## config.mk

```make
export PLATFORM = sky130hd
export DESIGN_NAME = seq_divider_8
export DESIGN_NICKNAME = d
export VERILOG_FILES = /design/src/rtl/seq_divider_8.sv
export SDC_FILE = /design/constraint.sdc
export NUM_CORES = 1
export LEC_CHECK = 0
export BUFFER_PORTS_ARGS = -buffer_cell sky130_fd_sc_hd__buf_2
export CORE_ASPECT_RATIO = 1.4
export CORE_UTILIZATION = 55
export CTS_CLUSTER_SIZE = 8
export DETAILED_ROUTE_END_ITERATION = 8
export PLACE_DENSITY = 0.77
export RECOVER_POWER = 25
export SLEW_MARGIN = 20
export SYNTH_ARGS = -nofsm -noshare
export SYNTH_HDL_FRONTEND = slang
export SYNTH_SLANG_ARGS = --single-unit
```

## constraint.sdc

```tcl
create_clock -name Clk -period 2.5 [get_ports Clk]
set_clock_uncertainty 0.05 [all_clocks]
set_input_delay 0.375 -clock Clk [delete_from_list [all_inputs] [get_ports Clk]]
set_output_delay 0.375 -clock Clk [all_outputs]
set_load 0.01 [all_outputs]
```

## src/rtl/seq_divider_8.sv

```systemverilog
// Sequential unsigned restoring divider: one quotient bit per clock, remainder/quotient pair shifts left.
// Latency: Done rises on the 9th edge counting the start edge (WIDTH+1); on a zero divisor it rises on the start edge itself.
// Backpressure: Run is level-sensitive; DONE holds while Run stays high, so Run must drop between divisions.
module seq_divider_8 #(
  parameter int WIDTH = 8
) (
  input  logic             Clk,
  input  logic             Reset,
  input  logic             Run,
  input  logic [WIDTH-1:0] Dividend,
  input  logic [WIDTH-1:0] Divisor,
  output logic [WIDTH-1:0] Quotient,
  output logic [WIDTH-1:0] Remainder,
  output logic             Busy,
  output logic             Done,
  output logic             Div_By_Zero
);

  localparam int CW = $clog2(WIDTH + 1);

  typedef enum logic [1:0] {
    S_IDLE    = 2'd0,
    S_COMPUTE = 2'd1,
    S_DONE    = 2'd2
  } state_t;

  state_t           r_state;
  state_t           w_next_state;
  logic [WIDTH:0]   r_r;      // partial remainder, top bit is the borrow guard
  logic [WIDTH-1:0] r_q;
  logic [WIDTH-1:0] r_d;
  logic [CW-1:0]    r_count;
  logic             r_dz;

  // The guard bit of R is always 0 between iterations (R < D), so {R, Q msb}
  // is the shifted value s already zero-extended to WIDTH+2 bits.
  logic [WIDTH+1:0] w_sx;
  logic [WIDTH+1:0] w_t;
  logic             w_borrow;
  logic             w_last;

  assign w_sx     = {r_r, r_q[WIDTH-1]};
  assign w_t      = w_sx - {2'b00, r_d};
  assign w_borrow = w_t[WIDTH+1];
  assign w_last   = (r_count == CW'(WIDTH - 1));

  // State register with synchronous reset.
  always_ff @(posedge Clk) begin
    if (Reset) r_state <= S_IDLE;
    else       r_state <= w_next_state;
  end

  // Next-state decode.
  always_comb begin
    w_next_state = r_state;
    case (r_state)
      S_IDLE:    if (Run) w_next_state = (Divisor == '0) ? S_DONE : S_COMPUTE;
      S_COMPUTE: if (w_last) w_next_state = S_DONE;
      S_DONE:    if (!Run) w_next_state = S_IDLE;
      default:   w_next_state = S_IDLE;
    endcase
  end

  // Datapath: operand capture on start, one restoring step per COMPUTE edge.
  always_ff @(posedge Clk) begin
    if (Reset) begin
      r_r     <= '0;
      r_q     <= '0;
      r_d     <= '0;
      r_count <= '0;
      r_dz    <= 1'b0;
    end else begin
      case (r_state)
        S_IDLE: begin
          if (Run) begin
            r_d     <= Divisor;
            r_count <= '0;
            r_dz    <= (Divisor == '0);
            if (Divisor == '0) begin
              // Zero divisor: report all-ones quotient and the dividend as remainder.
              r_q <= '1;
              r_r <= {1'b0, Dividend};
            end else begin
              r_q <= Dividend;
              r_r <= '0;
            end
          end
        end
        S_COMPUTE: begin
          if (w_borrow) r_r <= w_sx[WIDTH:0];
          else          r_r <= w_t[WIDTH:0];
          r_q     <= {r_q[WIDTH-2:0], ~w_borrow};
          r_count <= r_count + CW'(1);
        end
        default: ;
      endcase
    end
  end

  // Moore outputs decoded from state and result registers.
  always_comb begin
    Quotient    = r_q;
    Remainder   = r_r[WIDTH-1:0];
    Busy        = (r_state == S_COMPUTE);
    Done        = (r_state == S_DONE);
    Div_By_Zero = (r_state == S_DONE) && r_dz;
  end

endmodule
```

==> flow_summary.toml <==
[run_status]
outcome = "finished clean"

[synth]
ys_seq_elements = 32
synth.avg_cell_area_um2 = 8.04
synthesis.instances = 250
yosysSeqAreaShare = 0.319
netlist-cell-type-count = 57
netlist_area_um2 = 2010
synthesis.yosys.warnings = 0
synth_top_flop_cell = "dfxtp_1"
synth.net_count = 279
synth-edff-count = 0
asyncSetResetFlopFracSynth = 0

[drt]
detail_route.drc_violations = 0
routedWlPerCell_um = 16.0
drt_first_iter_violations = 66
final_antenna_net_count = 0
via_density_per_instance = 6.24
drt_pass1_iterations = 5
route.final.wire_length_um = 5250
detailroute.via_count = 2047

[sta]
setup_tns_ps = 0
worst_pin_slew_ps = 636
min_cycle_time_layout_ps = 2290
rsz_0062_raised_after_global_routing = "no"
finalHoldViolations = 0
slew_viol_final = 0
fin_crit_sh = 0.915
max_slew_margin = 0.572
setup_violations = 0
max_freq_mhz = 437

[clocking]
postCtsHoldBufs = 0
post_cts.repair.setup_buffers = 0
cts.sink_count = 32
cts.clk_slew.worst_paths_ps = 70
clock_tree.buffer_depth = 2
cts_made_buffers = 5
post_cts.resized_instances = 0
clock-root-buffer = "clkbuf_8"
clock_latency_ps = 290
cts_tree = "built"
cts_h_tree_lvls = 2

[die]
rows = 25
design.core.area_um2 = 3440
start_util = 0.584
die_height_um = 73.5
die_width_um = 53.1
pin_count = 38
fp.dieArea_um2 = 3900

[setup_path]
critical_path_class = "reg2reg"
critical_path.max_fanout = 6
setup.worst_path.end_class = "flip-flop"
timing.critical_path.from_type = "flip-flop"
ff2ff_setup_slack_ps = 210
timing.critical_path.required_ps = 2620
cp_cell_sequence = "inv_1 > ha_1 > a21oi_1 > o31ai_1 > a21oi_2 > nand3_1 > a311o_1"
critPathSlowestCell = "a311o_1"
critPathArrivalTime_ps = 2410
critical-path-max-stage-delay_ps = 420

[grt]
pin_count_of_the_biggest_net_entering_global_routing = 24
overflow = 0
number_of_global_route_vias_before_repair = 1743
number_of_antenna_violations_at_the_first_check_in_global_routing = 0
grt_first_pass_wirelength_um = 8010
total_global_routing_track_utilization = 0.285

[pwr]
ir_worst_vdd_mv = 0.604
report.power.total_w = 0.00170
p_per_area_nw_per_um2 = 740
power.static_leakage_nw = 0.939

[placement]
place_hpwl_um = 4060
numPlacedInstances = 320
gp_congestion = 0.877
port_bufs = 37

[min_path]
worstHoldPathType = "in2reg"

[final_layout]
drive_above_1_share = 0.188
final_core_util = 0.670
antennaDiodeCount = 0
fillerInstances = 333
number_of_standard_cells_in_the_final_layout_excluding_fillers = 328
layout-area-overhead-vs-synth_pct = 14.6
design.final.nets = 316

[run]
cap_violations = 0
[synth_stat cells, types with 3 or more instances]
library cell  number  area [um^2]
nand3_1            4         20.0
inv_1             15         56.3
nor2b_1            3         18.8
a21oi_1           23          115
nor4_1             4         25.0
ha_1               9          113
dfxtp_1           32          641
nor3_1             9         45.0
nand2b_1           4         25.0
buf_4              8         60.1
a22oi_1            7         52.6
o21ai_0            6         30.0
nand2_1           31          116
nor2_1            20         75.1
a31oi_1            3         18.8
clkbuf_1           7         26.3
o221ai_1           7         61.3
a21o_1             3         22.5
o311ai_0           4         35.0
[cell usage in the layout, fill, tap and decap left out, drive strengths merged, types with 4 or more instances in the layout]
master / Yosys / final
dfxtp: 32 / 32
nor3: 11 / 11
clkbuf: 7 / 17
nand2b: 4 / 4
inv: 15 / 15
o221ai: 7 / 7
nand3: 4 / 4
a21oi: 23 / 23
a22oi: 7 / 7
nand2: 32 / 32
o311ai: 4 / 4
buf: 9 / 34
ha: 9 / 9
nor4: 4 / 4
nor2: 20 / 20
o21ai: 7 / 7
[kinds of logic after synthesis]
group,count (synthesis),share of synthesized area
AND/OR/NAND/NOR,94,0.240
multiplexers,2,0.00996
XOR/XNOR,2,0.00871
buffers and inverters,31,0.0734
flip-flops,32,0.319
AO/OA/AOI/OAI,79,0.284
adder cells (fa/ha/maj),10,0.0660
[cell type report]
type	instances	area [um^2]	area share
clock inverters	3	18.8	0.00814
flip-flops and latches	32	641	0.278
repair buffers	46	238	0.103
clock buffers	5	68.8	0.0299
multi-input cells	187	1230	0.535
inverters	15	56.3	0.0244
well taps	40	50.0	0.0217
[critical path, delay by kind of cell, from the launching register on]
kind                     cells  cell delay, ps
adder cells (fa/ha/maj)      1             350
buffers and inverters        1              50
AND/OR/NAND/NOR              1             260
AO/OA/AOI/OAI                4            1120
flip-flops                   1             340
[where the power goes]
group	total, W	switching [W]	leakage (nW)	internal (W)
Sequential	0.000601	0.0000466	0.262	0.000555
Combinational	0.000703	0.000417	0.629	0.000286
Clock	0.000400	0.000206	0.0479	0.000194
Total	0.00170	0.000670	0.939	0.00103
[state kept, by name, summed over array words and instances, names as in the netlist]
signal    flops
r_dz          1
r_d           8
r_state       2
Quotient      8
r_r           9
r_count       4
[path summary, 6_finish.rpt]
kind,from,endpoint,cells past startpoint
worst max-delay path,r_d[6]$_SDFFE_PP0P_,r_r[4]$_SDFFE_PP0P_,7
worst min-delay path,Divisor[4],r_d[4]$_SDFFE_PP0P_,3
worst max register to register,r_d[6]$_SDFFE_PP0P_,r_r[4]$_SDFFE_PP0P_,7
worst min register to register,r_d[4]$_SDFFE_PP0P_,r_d[4]$_SDFFE_PP0P_,2
[per-layer routing]
layer  track usage  vias to the layer above  routed length, um
li1              -                      999                  -
met1         0.331                      971               2190
met2         0.496                       64               2690
met3        0.0497                       13                225
met4         0.126                        0                146
met5             0                        -                  0
[stage by stage]
stage	hold slack, ps	setup WS [ps]	instance area (um^2)
floorplan	386	504	2010
global placement	393	210	2220
detailed placement	397	180	2220
CTS	282	159	2310
global route	301	17.1	2300
finish	287	212	2300
No activity file was read; power rests on OpenSTA's default activity.
